[src/rtl/tetris_pkg.sv]
// Shared types and constants for the piece generator / queue blocks.
package tetris_pkg;
  typedef logic [2:0] piece_t;

  localparam int NUM_PIECES  = 7;
  localparam int BAG_W       = 21;
  localparam int QUEUE_DEPTH = 14;

  typedef enum logic [1:0] {IDLE, REQ, WAITLOW} piece_queue_state_t;

  // Reduce a pointer sum (at most 13 + 6) back into 0..13.
  function automatic logic [3:0] qwrap(input logic [4:0] v);
    logic [4:0] t;
    t = (v >= 5'(QUEUE_DEPTH)) ? v - 5'(QUEUE_DEPTH) : v;
    return t[3:0];
  endfunction
endpackage

[src/rtl/bag_checker.sv]
// Combinational sanity check on a 7-slot bag: flags code 7 or any repeated code.
module bag_checker
  import tetris_pkg::*;
(
  input  logic [BAG_W-1:0] bag,
  output logic             err
);
  always_comb begin
    err = 1'b0;
    for (int i = 0; i < NUM_PIECES; i++) begin
      if (bag[3*i +: 3] == 3'd7) err = 1'b1;
      for (int j = i + 1; j < NUM_PIECES; j++)
        if (bag[3*i +: 3] == bag[3*j +: 3]) err = 1'b1;
    end
  end
endmodule

[src/rtl/piece_queue.sv]
// Two-bag circular piece FIFO fed by randombag, with head piece and preview outputs.
// Optional bag checking under `PIECE_QUEUE_BAG_CHECK_EN.
module piece_queue
  import tetris_pkg::*;
#(
  parameter int PREVIEW_N = 3,
  parameter int DEPTH     = 14
) (
  input  logic                   clk,
  input  logic                   reset,
  output logic                   bag_newbag,
  input  logic                   bag_ready,
  input  logic [20:0]            bag_pieces,
  input  logic                   pop,
  output logic                   piece_valid,
  output logic [2:0]             piece,
  output logic [3*PREVIEW_N-1:0] preview,
  output logic [PREVIEW_N-1:0]   preview_valid,
  output logic [3:0]             count,
  output logic                   bag_error
);
  piece_t             mem [DEPTH];
  logic [3:0]         rd_ptr, wr_ptr, cnt;
  piece_queue_state_t state, nstate;
  logic               newbag_d, cap, pv;

  // Capture only once the request is actually visible to randombag.
  assign cap = (state == REQ) && bag_newbag && bag_ready;
  assign pv  = pop && (cnt != 4'd0);

  always_comb begin
    nstate   = state;
    newbag_d = 1'b0;
    case (state)
      IDLE:    if (cnt <= 4'(NUM_PIECES)) nstate = REQ;
      REQ: begin
        newbag_d = !cap;
        if (cap) nstate = WAITLOW;
      end
      WAITLOW: if (!bag_ready) nstate = IDLE;
      default: nstate = IDLE;
    endcase
  end

  always_ff @(posedge clk or posedge reset) begin
    if (reset) begin
      state      <= IDLE;
      bag_newbag <= 1'b0;
    end else begin
      state      <= nstate;
      bag_newbag <= newbag_d;
    end
  end

  always_ff @(posedge clk or posedge reset) begin
    if (reset) begin
      rd_ptr <= '0;
      wr_ptr <= '0;
      cnt    <= '0;
      for (int i = 0; i < DEPTH; i++) mem[i] <= '0;
    end else begin
      if (cap) begin
        for (int k = 0; k < NUM_PIECES; k++)
          mem[qwrap({1'b0, wr_ptr} + 5'(k))] <= bag_pieces[3*k +: 3];
        wr_ptr <= qwrap({1'b0, wr_ptr} + 5'(NUM_PIECES));
      end
      if (pv) rd_ptr <= qwrap({1'b0, rd_ptr} + 5'd1);
      // A pop against an empty queue never counts, even alongside a capture.
      cnt <= cnt + (cap ? 4'(NUM_PIECES) : 4'd0) - (pv ? 4'd1 : 4'd0);
    end
  end

  assign count       = cnt;
  assign piece_valid = (cnt != 4'd0);
  assign piece       = piece_valid ? mem[rd_ptr] : '0;

  for (genvar i = 0; i < PREVIEW_N; i++) begin : g_prev
    logic [3:0] idx;
    assign idx              = qwrap({1'b0, rd_ptr} + 5'(i + 1));
    assign preview_valid[i] = (cnt > 4'(i + 1));
    assign preview[3*i +: 3] = preview_valid[i] ? mem[idx] : '0;
  end

`ifdef PIECE_QUEUE_BAG_CHECK_EN
  logic bag_bad, err_q;
  bag_checker u_chk (.bag(bag_pieces), .err(bag_bad));
  always_ff @(posedge clk or posedge reset) begin
    if (reset)              err_q <= 1'b0;
    else if (cap && bag_bad) err_q <= 1'b1;
  end
  assign bag_error = err_q;
`else
  assign bag_error = 1'b0;
`endif
endmodule

[config.mk]
export PLATFORM = sky130hd
export DESIGN_NAME = piece_queue
export DESIGN_NICKNAME = d
export VERILOG_FILES = /design/src/rtl/tetris_pkg.sv /design/src/rtl/bag_checker.sv /design/src/rtl/piece_queue.sv
export SDC_FILE = /design/constraint.sdc
export NUM_CORES = 1
export LEC_CHECK = 0
export BUFFER_PORTS_ARGS = -buffer_cell sky130_fd_sc_hd__buf_4
export CORE_MARGIN = 10
export CORE_UTILIZATION = 45
export CTS_CLUSTER_DIAMETER = 30
export CTS_CLUSTER_SIZE = 25
export DETAILED_ROUTE_END_ITERATION = 8
export PLACE_DENSITY_LB_ADDON = 0.15
export SYNTH_ARGS = -nofsm -noshare
export SYNTH_HDL_FRONTEND = slang
export SYNTH_HIERARCHICAL = 1
export SYNTH_SLANG_ARGS = --single-unit
[constraint.sdc]
create_clock -name clk -period 6.8 [get_ports clk]
set_input_delay 0.68 -clock clk [delete_from_list [all_inputs] [get_ports clk]]
set_output_delay 0.68 -clock clk [all_outputs]
set_load 0.02 [all_outputs]
==> metrics <==
row count=51; layout overhead on the synthesized area=8.03%; pin slew with the least headroom to its limit=1.37 ns; Overflow after GRT=0; Via density=7.12; count of flip-flops with a built-in enable after synthesis=0; initial drt markers=1,472; status=complete, no violations; via count=10,000; Max-slew headroom=0.0833; core region area=0.0197 sq mm; initial antenna violation count=0; crit share post-route=0.734; post-layout minimum cycle time=4.99 ns; Yosys reg bits=57; area enclosed by the die boundary=0.0262 sq mm; synthesized cell area=0.00905 sq mm; worst setup slack for register-to-register paths=approximately 2.1 ns; arrival time at the worst endpoint=4.31 ns; number of instances in the synthesized netlist=1,148; unrepaired setup endpoints after global routing=no; count of buffers from port buffering=45; register area=0.00143 sq mm; fraction of final layout cells sized beyond drive strength 1=0.144; number of cells upsized or downsized after cts=0; Sink Count=57; weighted congestion reported at the end of routability-driven placement=between 1 and 1.5; number of nets produced by synthesis=1,207; Setup Crit Path Kind=flop to output pin; f_max=0.200 GHz; worst hold endpoint=state[0]$_DFFE_PP0P_; Syn. warnings=6; Clock Pin Slew Worst Setup and Hold Paths=~0.070 ns; average instance area after synthesis=7.88 sq um; area of the multi-input gates=between 0.007 and 0.008 sq mm; total clock buffers created by CTS=9; Crit Reg-Reg Startpoint=wr_ptr[0]$_DFFE_PP0P_; count of cell types in the netlist=97; Critical Path RT=6.12 ns; largest net degree at the start of global routing=58; share of flip-flops with an asynchronous set or reset after synthesis=1.00; TritonRoute pass-1 iters=6; number of max-slew violations in the final report=0; Post-CTS Hold Fix Bufs=0; DRC violations left=0; Boundary Pins=47; Die Span Y=162 microns; number of diodes=0; all-layer global routing usage=0.278; endpoint of the most critical register-to-register path=mem[9]$_DFFE_PP0P_; Max Root-Sink Buffers=2; Die X=162 microns; number of nets in the finished design=1,195; Fillers=around 2,000; hold violation count in the final report=0; total negative slack for setup checks=0 ns; Final Routed Wirelength=about 38 mm; post-CTS setup-driven buffer insertion count=0; Tightest Hold Check Type=flop to flop; sequential area share after synthesis=0.158; Setup crit start kind=flop; Starting Density=0.460; number of nets with antenna violations after routing=0; count of H-tree levels built during CTS=3; via count of the first global-routing pass=between 9,000 and 10,000; first-pass GRT wire length=roughly 57 mm; final setup violating endpoints=0; max_cap viols=0; critical path fanouts, max=49; capturing element type of the critical path=output pin; post-DR wirelength/cell=about 27 microns; HPWL after DPL=28.1 mm; library cell used as clock root buffer=clkbuf_16; origin of the worst min-delay path=state[1]$_DFFE_PP0P_; Layout Skew=0.0201 ns; TritonCTS clock tree=yes; worst skew pair latency=0.35 ns; worst-case reg-to-reg path depth=11; Hold Path Cell Cnt=1; dominant synthesized flop cell=dfrtp_1
==> per-layer routing <==
| layer | track usage | part of all wire |
|---|---|---|
| met1 | 0.376 | 0.42 |
| met2 | 0.416 | 0.43 |
| met4 | 0.116 | 0.043 |
| met3 | 0.0629 | 0.11 |
| met5 | 0 | 0 |
==> worst max-delay path, cell delays in order (launching register included) <==
cell and delay [ns]:
dfrtp_2 0.36, buf_4 0.63, ha_1 0.34, xor2_1 0.36
ha_1 0.27, a21oi_1 0.05, o21ai_1 0.34, mux2i_2 0.61
mux2i_1 0.15, mux4_2 0.48, a21oi_1 0.19, buf_4 0.17
==> synthesized netlist by cell type, drive strengths merged, types with 9 or more instances <==
cell type / instances / area [sq um]
nand2: 122 / 458
nor2: 92 / 348
o21ai: 80 / 404
a21oi: 69 / 364
dfrtp: 57 / 1430
clkbuf: 46 / 173
a221oi: 43 / 383
inv: 42 / 158
nor3: 40 / 200
buf: 34 / 208
mux2i: 34 / 373
a31oi: 33 / 206
mux4: 33 / 743
ha: 32 / 400
nor2b: 26 / 163
a211oi: 21 / 173
o22ai: 20 / 125
a32oi: 19 / 166
and2: 19 / 121
nand3: 19 / 95.1
xnor2: 19 / 189
mux2: 18 / 203
o31ai: 15 / 118
a21o: 12 / 90.1
nand2b: 12 / 75.1
a221o: 10 / 100
a211o: 9 / 78.8
a2bb2oi: 9 / 85.1
nand4: 9 / 56.3
o211ai: 9 / 67.6
==> cells in the final DEF, fill, tap and decap left out, drive strengths merged, types with 7 or more instances in the layout <==
| cell type | synthesis | layout |
|---|---|---|
| o221ai | 8 | 8 |
| a211oi | 21 | 21 |
| o21ai | 80 | 80 |
| a211o | 9 | 9 |
| mux2 | 18 | 18 |
| and3 | 7 | 7 |
| a221oi | 43 | 43 |
| clkbuf | 46 | 11 |
| inv | 42 | 42 |
| a21o | 12 | 12 |
| o21a | 7 | 7 |
| ha | 32 | 32 |
| xnor2 | 19 | 19 |
| nor4 | 7 | 7 |
| nor2b | 26 | 26 |
| nor2 | 92 | 92 |
| a221o | 10 | 10 |
| nand2 | 122 | 122 |
| or3 | 7 | 7 |
| buf | 34 | 57 |
| nand2b | 12 | 12 |
| nand4 | 9 | 9 |
| nor3 | 40 | 40 |
| and2 | 19 | 19 |
| a22oi | 8 | 8 |
| dfrtp | 57 | 57 |
| o22ai | 20 | 20 |
| mux4 | 33 | 33 |
| a31oi | 33 | 33 |
| a21oi | 69 | 69 |
| o211ai | 9 | 9 |
| nand3 | 19 | 19 |
| a31o | 7 | 7 |
| a32oi | 19 | 19 |
| mux2i | 34 | 34 |
| o31ai | 15 | 15 |
| xor2 | 7 | 7 |
| a2bb2oi | 9 | 9 |
| a2111oi | 7 | 7 |
==> sequential cells by signal (all words and copies together) (netlist names) <==
name,flops
mem,42
count,4
rd_ptr,4
bag_newbag,1
wr_ptr,4
state,2
==> final cells by class <==
class,count,share of cell area
multi-input cells,967,0.724
flip-flops and latches,57,0.146
repair buffers,57,0.0438
well taps,265,0.0339
clock buffers,11,0.0248
inverters,44,0.0169
clock inverters,5,0.0105
==> worst max-delay path by stage <==
stage	start	endpoint	slack, ns	cells past startpoint
2_1_floorplan	wr_ptr[0]$_DFFE_PP0P_	mem[17]$_DFFE_PP0P_	2.33	18
3_3_place_gp	rd_ptr[0]$_DFFE_PP0P_	preview[1]	2.30	11
3_5_place_dp	rd_ptr[0]$_DFFE_PP0P_	preview[1]	2.19	11
4_1_cts	rd_ptr[0]$_DFFE_PP0P_	preview[1]	1.81	11
5_1_grt	rd_ptr[0]$_DFFE_PP0P_	preview[1]	1.48	11
6_report	rd_ptr[0]$_DFFE_PP0P_	preview[1]	1.81	11
==> through the flow <==
step | utilization | std cells | hold slack (ns) | setup WS (ns) | cell area (sq um)
5_1_grt | 0.497 | 1406 | 0.496 | 1.48 | 9780
3_5_place_dp | 0.480 | 1390 | 0.465 | 2.19 | 9430
4_1_cts | 0.497 | 1406 | 0.475 | 1.81 | 9780
6_report | 0.497 | 1406 | 0.470 | 1.81 | 9780
2_1_floorplan | - | 1148 | 0.426 | 2.33 | 9050
3_3_place_gp | 0.480 | 1390 | 0.455 | 2.30 | 9430
==> cell families (layout without fill, tap and decap cells) <==
group,count (synthesis),in the layout,share of synthesized area
compound gates,430,430,0.347
xor+xnor,26,26,0.0297
fa+ha+maj,34,34,0.0487
buf+inv,124,117,0.0603
flops,57,57,0.158
mux,85,85,0.146
other cells,1,1,0.000414
simple gates,391,391,0.210
Power is left out: the tool's default activity adds up to more than one toggle a clock period on the data nets, which glitch-free logic cannot reach.
